$ cat config.mk
export PLATFORM = sky130hd
export DESIGN_NAME = audio_route_ctrl
export DESIGN_NICKNAME = d
export VERILOG_FILES = /design/src/rtl/audio_route_ctrl.sv
export SDC_FILE = /design/constraint.sdc
export NUM_CORES = 1
export LEC_CHECK = 0
export BUFFER_PORTS_ARGS = -buffer_cell sky130_fd_sc_hd__buf_2
export CORE_UTILIZATION = 47
export DETAILED_ROUTE_END_ITERATION = 7
export PLACE_DENSITY_LB_ADDON = 0.2
export SYNTH_ARGS = -nofsm -noshare
export SYNTH_HDL_FRONTEND = slang
export SYNTH_SLANG_ARGS = --single-unit
export TNS_END_PERCENT = 50
$ cat constraint.sdc
create_clock -name CLOCK_50 -period 17.5 [get_ports CLOCK_50]
set_input_delay 3.5 -clock CLOCK_50 [delete_from_list [all_inputs] [get_ports CLOCK_50]]
set_output_delay 3.5 -clock CLOCK_50 [all_outputs]
set_load 0.05 [all_outputs]
$ cat src/rtl/audio_route_ctrl.sv
// audio_route_ctrl: debounced, click-free sequencing of audio source and bandpass bypass changes.
// Optional macro AUDIO_ROUTE_SOFT_START_EN: reset into FADE_IN with gain 0 so output ramps up from silence.
module audio_route_ctrl #(
    parameter int SAMPLE_W        = 16,
    parameter int DEBOUNCE_CYCLES = 500000,
    parameter int GAIN_STEP       = 4,
    parameter int SETTLE_SAMPLES  = 32
) (
    input  logic                CLOCK_50,
    input  logic                reset,
    input  logic                sw_source,
    input  logic                sw_filter,
    input  logic                sample_tick,
    input  logic [SAMPLE_W-1:0] synth_sample,
    input  logic [SAMPLE_W-1:0] line_sample,
    input  logic [SAMPLE_W-1:0] filtered_sample,
    output logic [SAMPLE_W-1:0] filter_in_sample,
    output logic [SAMPLE_W-1:0] audio_out_sample,
    output logic                out_valid,
    output logic [8:0]          gain,
    output logic                busy,
    output logic [2:0]          route_state
);
    typedef enum logic [2:0] {IDLE, FADE_OUT, SWITCH, SETTLE, FADE_IN} state_t;

    localparam int DB_W = DEBOUNCE_CYCLES > 1 ? $clog2(DEBOUNCE_CYCLES) : 1;
    localparam int ST_W = $clog2(SETTLE_SAMPLES + 1);
    localparam logic [8:0] FULL = 9'd256;
    localparam logic [8:0] STEP = 9'(GAIN_STEP);
`ifdef AUDIO_ROUTE_SOFT_START_EN
    localparam state_t     RST_STATE = FADE_IN;
    localparam logic [8:0] RST_GAIN  = 9'd0;
`else
    localparam state_t     RST_STATE = IDLE;
    localparam logic [8:0] RST_GAIN  = FULL;
`endif

    logic [1:0] w_sw, w_db, r_act, w_act_nxt;
    logic       w_req;
    state_t     r_state, w_state_nxt;
    logic [8:0] r_gain, w_gain_nxt, w_gain_dn, w_gain_up;
    logic [ST_W-1:0] r_settle, w_settle_nxt, w_settle_inc;
    logic signed [SAMPLE_W-1:0] w_raw, w_sel, w_scaled;
    logic signed [SAMPLE_W+9:0] w_prod;

    assign w_sw = {sw_source, sw_filter};

    for (genvar g = 0; g < 2; g++) begin : g_db
        logic [2:0]      r_sync;
        logic [DB_W-1:0] r_cnt;
        logic            r_db;
        // bit 1 is the synchronised level, bit 2 its previous value; any movement restarts the count
        always_ff @(posedge CLOCK_50) begin
            if (reset) begin
                r_sync <= '0;
                r_cnt  <= '0;
                r_db   <= 1'b0;
            end else begin
                r_sync <= {r_sync[1:0], w_sw[g]};
                if (r_sync[1] != r_sync[2])
                    r_cnt <= '0;
                else if (r_cnt == DB_W'(DEBOUNCE_CYCLES - 1))
                    r_db <= r_sync[1];
                else
                    r_cnt <= r_cnt + 1'b1;
            end
        end
        assign w_db[g] = r_db;
    end

    assign w_req        = w_db != r_act;
    assign w_gain_dn    = r_gain > STEP ? r_gain - STEP : 9'd0;
    assign w_gain_up    = r_gain < FULL - STEP ? r_gain + STEP : FULL;
    assign w_settle_inc = r_settle + ST_W'(sample_tick);

    assign w_raw    = r_act[1] ? synth_sample : line_sample;
    assign w_sel    = r_act[0] ? filtered_sample : w_raw;
    assign w_prod   = w_sel * $signed({1'b0, r_gain});
    assign w_scaled = SAMPLE_W'(w_prod >>> 8);

    // route sequencer: mute, swap, let the filter flush, then unmute
    always_comb begin
        w_state_nxt  = r_state;
        w_gain_nxt   = r_gain;
        w_settle_nxt = r_settle;
        w_act_nxt    = r_act;
        case (r_state)
            IDLE: begin
                w_gain_nxt = FULL;
                if (w_req) w_state_nxt = FADE_OUT;
            end
            FADE_OUT: begin
                if (r_gain == 9'd0) w_state_nxt = SWITCH;
                else if (sample_tick) w_gain_nxt = w_gain_dn;
            end
            SWITCH: begin
                w_act_nxt    = w_db;
                w_gain_nxt   = 9'd0;
                w_settle_nxt = ST_W'(sample_tick);
                w_state_nxt  = SETTLE;
            end
            SETTLE: begin
                w_gain_nxt   = 9'd0;
                w_settle_nxt = w_settle_inc;
                if (w_req) w_state_nxt = SWITCH;
                else if (w_settle_inc >= ST_W'(SETTLE_SAMPLES)) w_state_nxt = FADE_IN;
            end
            FADE_IN: begin
                if (w_req) w_state_nxt = FADE_OUT;
                else if (r_gain == FULL) w_state_nxt = IDLE;
                else if (sample_tick) w_gain_nxt = w_gain_up;
            end
            default: w_state_nxt = IDLE;
        endcase
    end

    // sequencer state, gain, settle count and active route
    always_ff @(posedge CLOCK_50) begin
        if (reset) begin
            r_state  <= RST_STATE;
            r_gain   <= RST_GAIN;
            r_settle <= '0;
            r_act    <= 2'b00;
        end else begin
            r_state  <= w_state_nxt;
            r_gain   <= w_gain_nxt;
            r_settle <= w_settle_nxt;
            r_act    <= w_act_nxt;
        end
    end

    // sample path: product uses the gain in force before this tick's update
    always_ff @(posedge CLOCK_50) begin
        if (reset) begin
            filter_in_sample <= '0;
            audio_out_sample <= '0;
            out_valid        <= 1'b0;
        end else begin
            out_valid <= sample_tick;
            if (sample_tick) begin
                filter_in_sample <= w_raw;
                audio_out_sample <= w_scaled;
            end
        end
    end

    assign gain        = r_gain;
    assign busy        = r_state != IDLE;
    assign route_state = r_state;
endmodule

### After elaboration in Yosys (flattened, before gate mapping)

Index checks and enable logic that the tools add are counted.
Widths: inputs -> output; s select.

* output and inout bits: 46
* input bits: 53
* word-level logic and storage cells: 73
* bits in registers: 99

* $mul: 1
* eq/ne operators: 19
* $add $sub $neg: 5
* order comparisons: 3
* bitwise operators: 2
* multiplexer cells: 18
* reduce and logical (&&, ||, !) cells: 12

Operator list (count)
* $mux 9: 7
* $add 19x1->19 const B: 2
* $eq 19x19->1 const B: 2
* $pmux 9 s4: 1
* $mux 16: 2
* $mul 16x10->24: 1
* $mux 3: 6
* $pmux 3 s5: 1
* $ne 2x2->1 const B: 7
* $pmux 6 s2: 1
* $add 9x3->9 const B: 1
* $eq 9x9->1 const B: 1
* $gt 9x3->1 const B: 1
* $logic_not 9->1: 1
* $lt 9x8->1 const B: 1
* $sub 9x3->9 const B: 1
* $add 6x1->6: 1
* $eq 3x2->1 const B: 2
* $ge 6x6->1 const B: 1
* $ne 3x3->1 const B: 2
* $reduce_and 6->1: 1
* $reduce_or 2->1: 3
* $reduce_and 2->1: 2
* $reduce_and 4->1: 1
* 9 further kinds: 11

### Logic depth before layout (Yosys ltp)

* depth in word-level cells: 6
* gate-level depth with buffers: 23
* gate-level depth less buffers: 21

### Worst setup path after synthesis

OpenSTA, ideal clock, no wires.

* path type: in2reg
* from: in synth_sample[1]
* to: reg audio_out_sample[15]
* setup time: 140 ps
* slack: 8701 ps
* data required time: 17360 ps
* path buffers: 0
* arrival: 8660 ps
* stages on the path: 20
* cells stage by stage: mux2_2 -> mux2_2 -> and2_1 -> fa_1 -> fa_1 -> inv_1 -> fa_1 -> inv_1 -> fa_1 -> inv_1 -> fa_1 -> inv_1 -> ha_1 -> or4_4 -> a211oi_2 -> nor3_1 -> a211oi_4 -> o21bai_2 -> a2111oi_0 -> a2111oi_1

* cells in the longest elaborated chain, start to end: 3

Ends and longest elaborated chain
* start, declared: line 14 `input logic [SAMPLE_W-1:0] synth_sample,`
* $mux 16: line 76 `assign w_raw = r_act[1] ? synth_sample : line_sample;`
* $mux 16: line 77 `assign w_sel = r_act[0] ? filtered_sample : w_raw;`
* $mul 16x10->24: line 78 `assign w_prod = w_sel * $signed({1'b0, r_gain});`
* end signal, assigned: line 142 `audio_out_sample <= w_scaled;`
* end, declared: line 18 `output logic [SAMPLE_W-1:0] audio_out_sample,`

Every way passes these cells.
A chain may end at the register's enable or synchronous reset.

### Worst setup path in the final report

* from: in synth_sample[2]
* to: reg audio_out_sample[15]

Same word-level chain as after synthesis.

==> impl_metrics.csv <==
group,metric,value,unit
status,outcome,"complete, no violations",
global_route,grt_pass1_vias,7146,
route,num_vias,7093,
logic_synthesis,netlist_instances,1035,
sta,period_share,51.1,%
pwr,powerDensity,65.2,nW/um^2
global_route,antenna_found_initial,0,
clock_tree,path_clk_slew,0.08,ns
placed_design,dp_cells,1398,
pwr,p_clk_share,29.9,%
logic_synthesis,synth_top_family_by_area,"adder cells",
sta,worstMarginPinSlew,1.03,ns
cells_and_area,instances_no_fill,1414,
cells_and_area,layout_commonest_cell,"inv_1",
clock_tree,clk_latency,0.35,ns
cells_and_area,drive_above_1_share,13.7,%
floorplan,die_w,142,um
logic_synthesis,synthSimpleGateAreaFrac,18.7,%
clock_tree,numCtsBuffers,9,
sta,rsz0062_at_grt,"false",
route,vias_per_cell,5.02,
sta,setup_viol,0,
setup_path,path_max_fanout,7,
setup_path,worst_ep_required_time,17.70,ns
logic_synthesis,async_reset_ff_share,0,%
placed_design,dp_hpwl,15.7,mm
placed_design,gp_congestion,0.808,
flow_run,cap_violations,0,
pwr,p_comb_share,34.2,%
min_path,min_path_cells,2,
setup_path,crit_path_end_kind,"flop",
cells_and_area,synthToLayoutAreaGrowth,12.4,%
pwr,p_leak,4.84,nW
floorplan,start_util,48.7,%
pwr,ir_worst_vdd,0.0418,mV
route,drt_iter0_markers,393,
clock_tree,cts-hold-fix-buffers,0,
logic_synthesis,ys_warn_count,0,
cells_and_area,multi_input_area,6720,um^2
sta,relSlewSlack,31.2,%
route,dr.pass1.iters,4,
clock_tree,clockBufferDepth,2,
logic_synthesis,ys_ff_latch,97,
logic_synthesis,yosysUniqueCellTypes,72,
floorplan,dieArea,20200,um^2
route,antenna_left,0,
setup_path,critPathLaunchType,"primary input",
floorplan,die_h,142,um
pwr,p_switching,257,uW
cells_and_area,final.fill_count,1787,
setup_path,crit_type,"primary input to flop",
min_path,whs_endpoint,"audio_out_sample[6]",
global_route,grt_pass1_wl,34.6,mm
sta,slew_viol_final,0,
logic_synthesis,synth_area,9230,um^2
sta,setup_tns,0,ns
placed_design,portBuffers,96,
logic_synthesis,synth_edf_count,0,
logic_synthesis,synthMuxAreaShare,6.07,%
logic_synthesis,synth-xor-area-share,4.84,%
setup_path,timing.rr.end,"audio_out_sample[15]",
cells_and_area,antennaDiodeCount,0,
logic_synthesis,synth.avg_cell_area,8.92,um^2
pwr,internal-power,419,uW
clock_tree,cts_sinks,97,
clock_tree,cts_root_buffer,"clkbuf_16",
route,wl_per_cell,14.3,um
cells_and_area,layout_common_cells,"inv_1, fa_1, nand2_1",
global_route,gr-total-overflow,0,
sta,finalCriticalPeriod,8.95,ns
setup_path,cp.arrival,9.15,ns
pwr,power,676,uW
logic_synthesis,synth_flop_cell,"dfxtp_1",
global_route,grt_max_degree,54,
setup_path,rrSetupSlack,10.65,ns
sta,clock.fmax,112,MHz
logic_synthesis,ys_seq_area_share,21.0,%
clock_tree,cts_resized,0,
setup_path,reg2reg_from,"r_act[1]",
logic_synthesis,netlist.area_leader.share,24.7,%
sta,finalHoldViolations,0,
clock_tree,post_cts_buffers,0,
clock_tree,htreeDepth,3,
pwr,switching_share,38.0,%
logic_synthesis,synth_fa_ha_area_share,32.6,%
logic_synthesis,synth_top_cell_by_area,"fa_1",
floorplan,core,19000,um^2
floorplan,io-pin-count,99,
route,wl,20.2,mm
cells_and_area,layout.nets,1374,
cells_and_area,regArea,1940,um^2
clock_tree,cts_tree,"built",
min_path,hp-start,"audio_out_sample[6]",
global_route,grt_usage,21.7,%
logic_synthesis,synthTopCellsByArea,"fa_1, dfxtp_1, ha_1, inv_1, and2_1",
floorplan,rows,50,
setup_path,worstRegToRegCells,18,
min_path,worstHoldPathType,"flop to flop",
sta,worst_clock_skew,0.00738,ns
logic_synthesis,synth-compound-area-share,9.01,%
pwr,seq_power_share,35.9,%
route,drc,0,
==> area by class of cell <==
class	count	area share, %
Clock buffer	9	2.17
Clock inverter	7	0.687
Inverter	150	5.43
Timing Repair Buffer	102	5.06
Tap cell	260	3.14
Multi-Input combinational cell	789	64.8
Sequential cell	97	18.7
==> worst max path at each step <==
stage | start | to | cells past startpoint
floorplan | synth_sample[1] | audio_out_sample[15] | 20
global placement | synth_sample[2] | audio_out_sample[15] | 19
detailed placement | synth_sample[2] | audio_out_sample[15] | 19
CTS | synth_sample[2] | audio_out_sample[15] | 19
global route | synth_sample[1] | audio_out_sample[15] | 20
finish | synth_sample[2] | audio_out_sample[15] | 19
==> cell families after synthesis <==
kind of cell / Yosys count
simple gates: 352
mux: 52
other cells: 2
xor+xnor: 51
compound gates: 122
flops: 97
buf+inv: 187
fa+ha+maj: 172
==> per-stage QoR <==
stage | hold slack, ns | cell area, um^2 | setup WS, ns | utilization (%)
floorplan | 0.414 | 9380 | 8.70 | -
global placement | 0.434 | 10100 | 8.29 | 53.2
detailed placement | 0.431 | 10100 | 8.15 | 53.2
CTS | 0.457 | 10400 | 8.51 | 54.7
global route | 0.474 | 10400 | 8.25 | 54.7
finish | 0.455 | 10400 | 8.55 | 54.7
==> synth_stat cells (5+ instances only) <==
| library cell | count |
|---|---|
| and2_1 | 64 |
| o21ai_1 | 6 |
| mux2i_1 | 20 |
| o22ai_1 | 5 |
| fa_1 | 114 |
| inv_1 | 149 |
| nor2b_1 | 10 |
| xor2_1 | 21 |
| mux2_2 | 31 |
| nor3_1 | 14 |
| nand2_1 | 99 |
| a31oi_1 | 5 |
| xnor2_1 | 30 |
| nor2_1 | 92 |
| a21oi_1 | 35 |
| a21o_1 | 7 |
| nand3_1 | 25 |
| o21ai_0 | 15 |
| clkbuf_1 | 32 |
| or3_1 | 6 |
| nand4_1 | 11 |
| ha_1 | 58 |
| dfxtp_1 | 97 |
| and3_1 | 8 |
| a211oi_1 | 9 |
==> routing by layer <==
metal	share of wire (%)	GRT usage, %
met5	0	0
met4	0.90	4.19
met3	2.7	2.79
met2	48	37.1
met1	48	29.6
==> flip-flops by register name, indices dropped and copies added (netlist names) <==
| name | count |
|---|---|
| audio_out_sample | 16 |
| filter_in_sample | 16 |
| gain | 7 |
| r_settle | 6 |
| g_db.r_cnt | 38 |
| route_state | 3 |
| out_valid | 1 |
| g_db.r_db | 2 |
| g_db.r_sync | 6 |
| r_act | 2 |
==> critical path, cell delays in order <==
cell,delay (ns)
buf_2,0.10
mux2_2,0.27
mux2_2,0.32
and2_1,0.20
fa_1,0.45
fa_1,0.56
fa_1,0.44
fa_1,0.54
inv_1,0.06
fa_1,0.49
inv_1,0.04
ha_1,0.24
or4_4,0.49
a211oi_2,0.20
nor3_1,0.15
a211oi_4,0.37
o21bai_2,0.14
a2111oi_0,0.49
a2111oi_1,0.11
==> power groups by stage <==
stage	clock network (mW)	registers [mW]	logic (mW)
final	0.202	0.243	0.231
after global routing	0.215	0.245	0.258
after floorplan	0	0.289	0.135
after CTS	0.207	0.243	0.233
after detailed placement	0	0.248	0.232
after global placement	0	0.248	0.230
No activity file was read; power rests on OpenSTA's default activity.
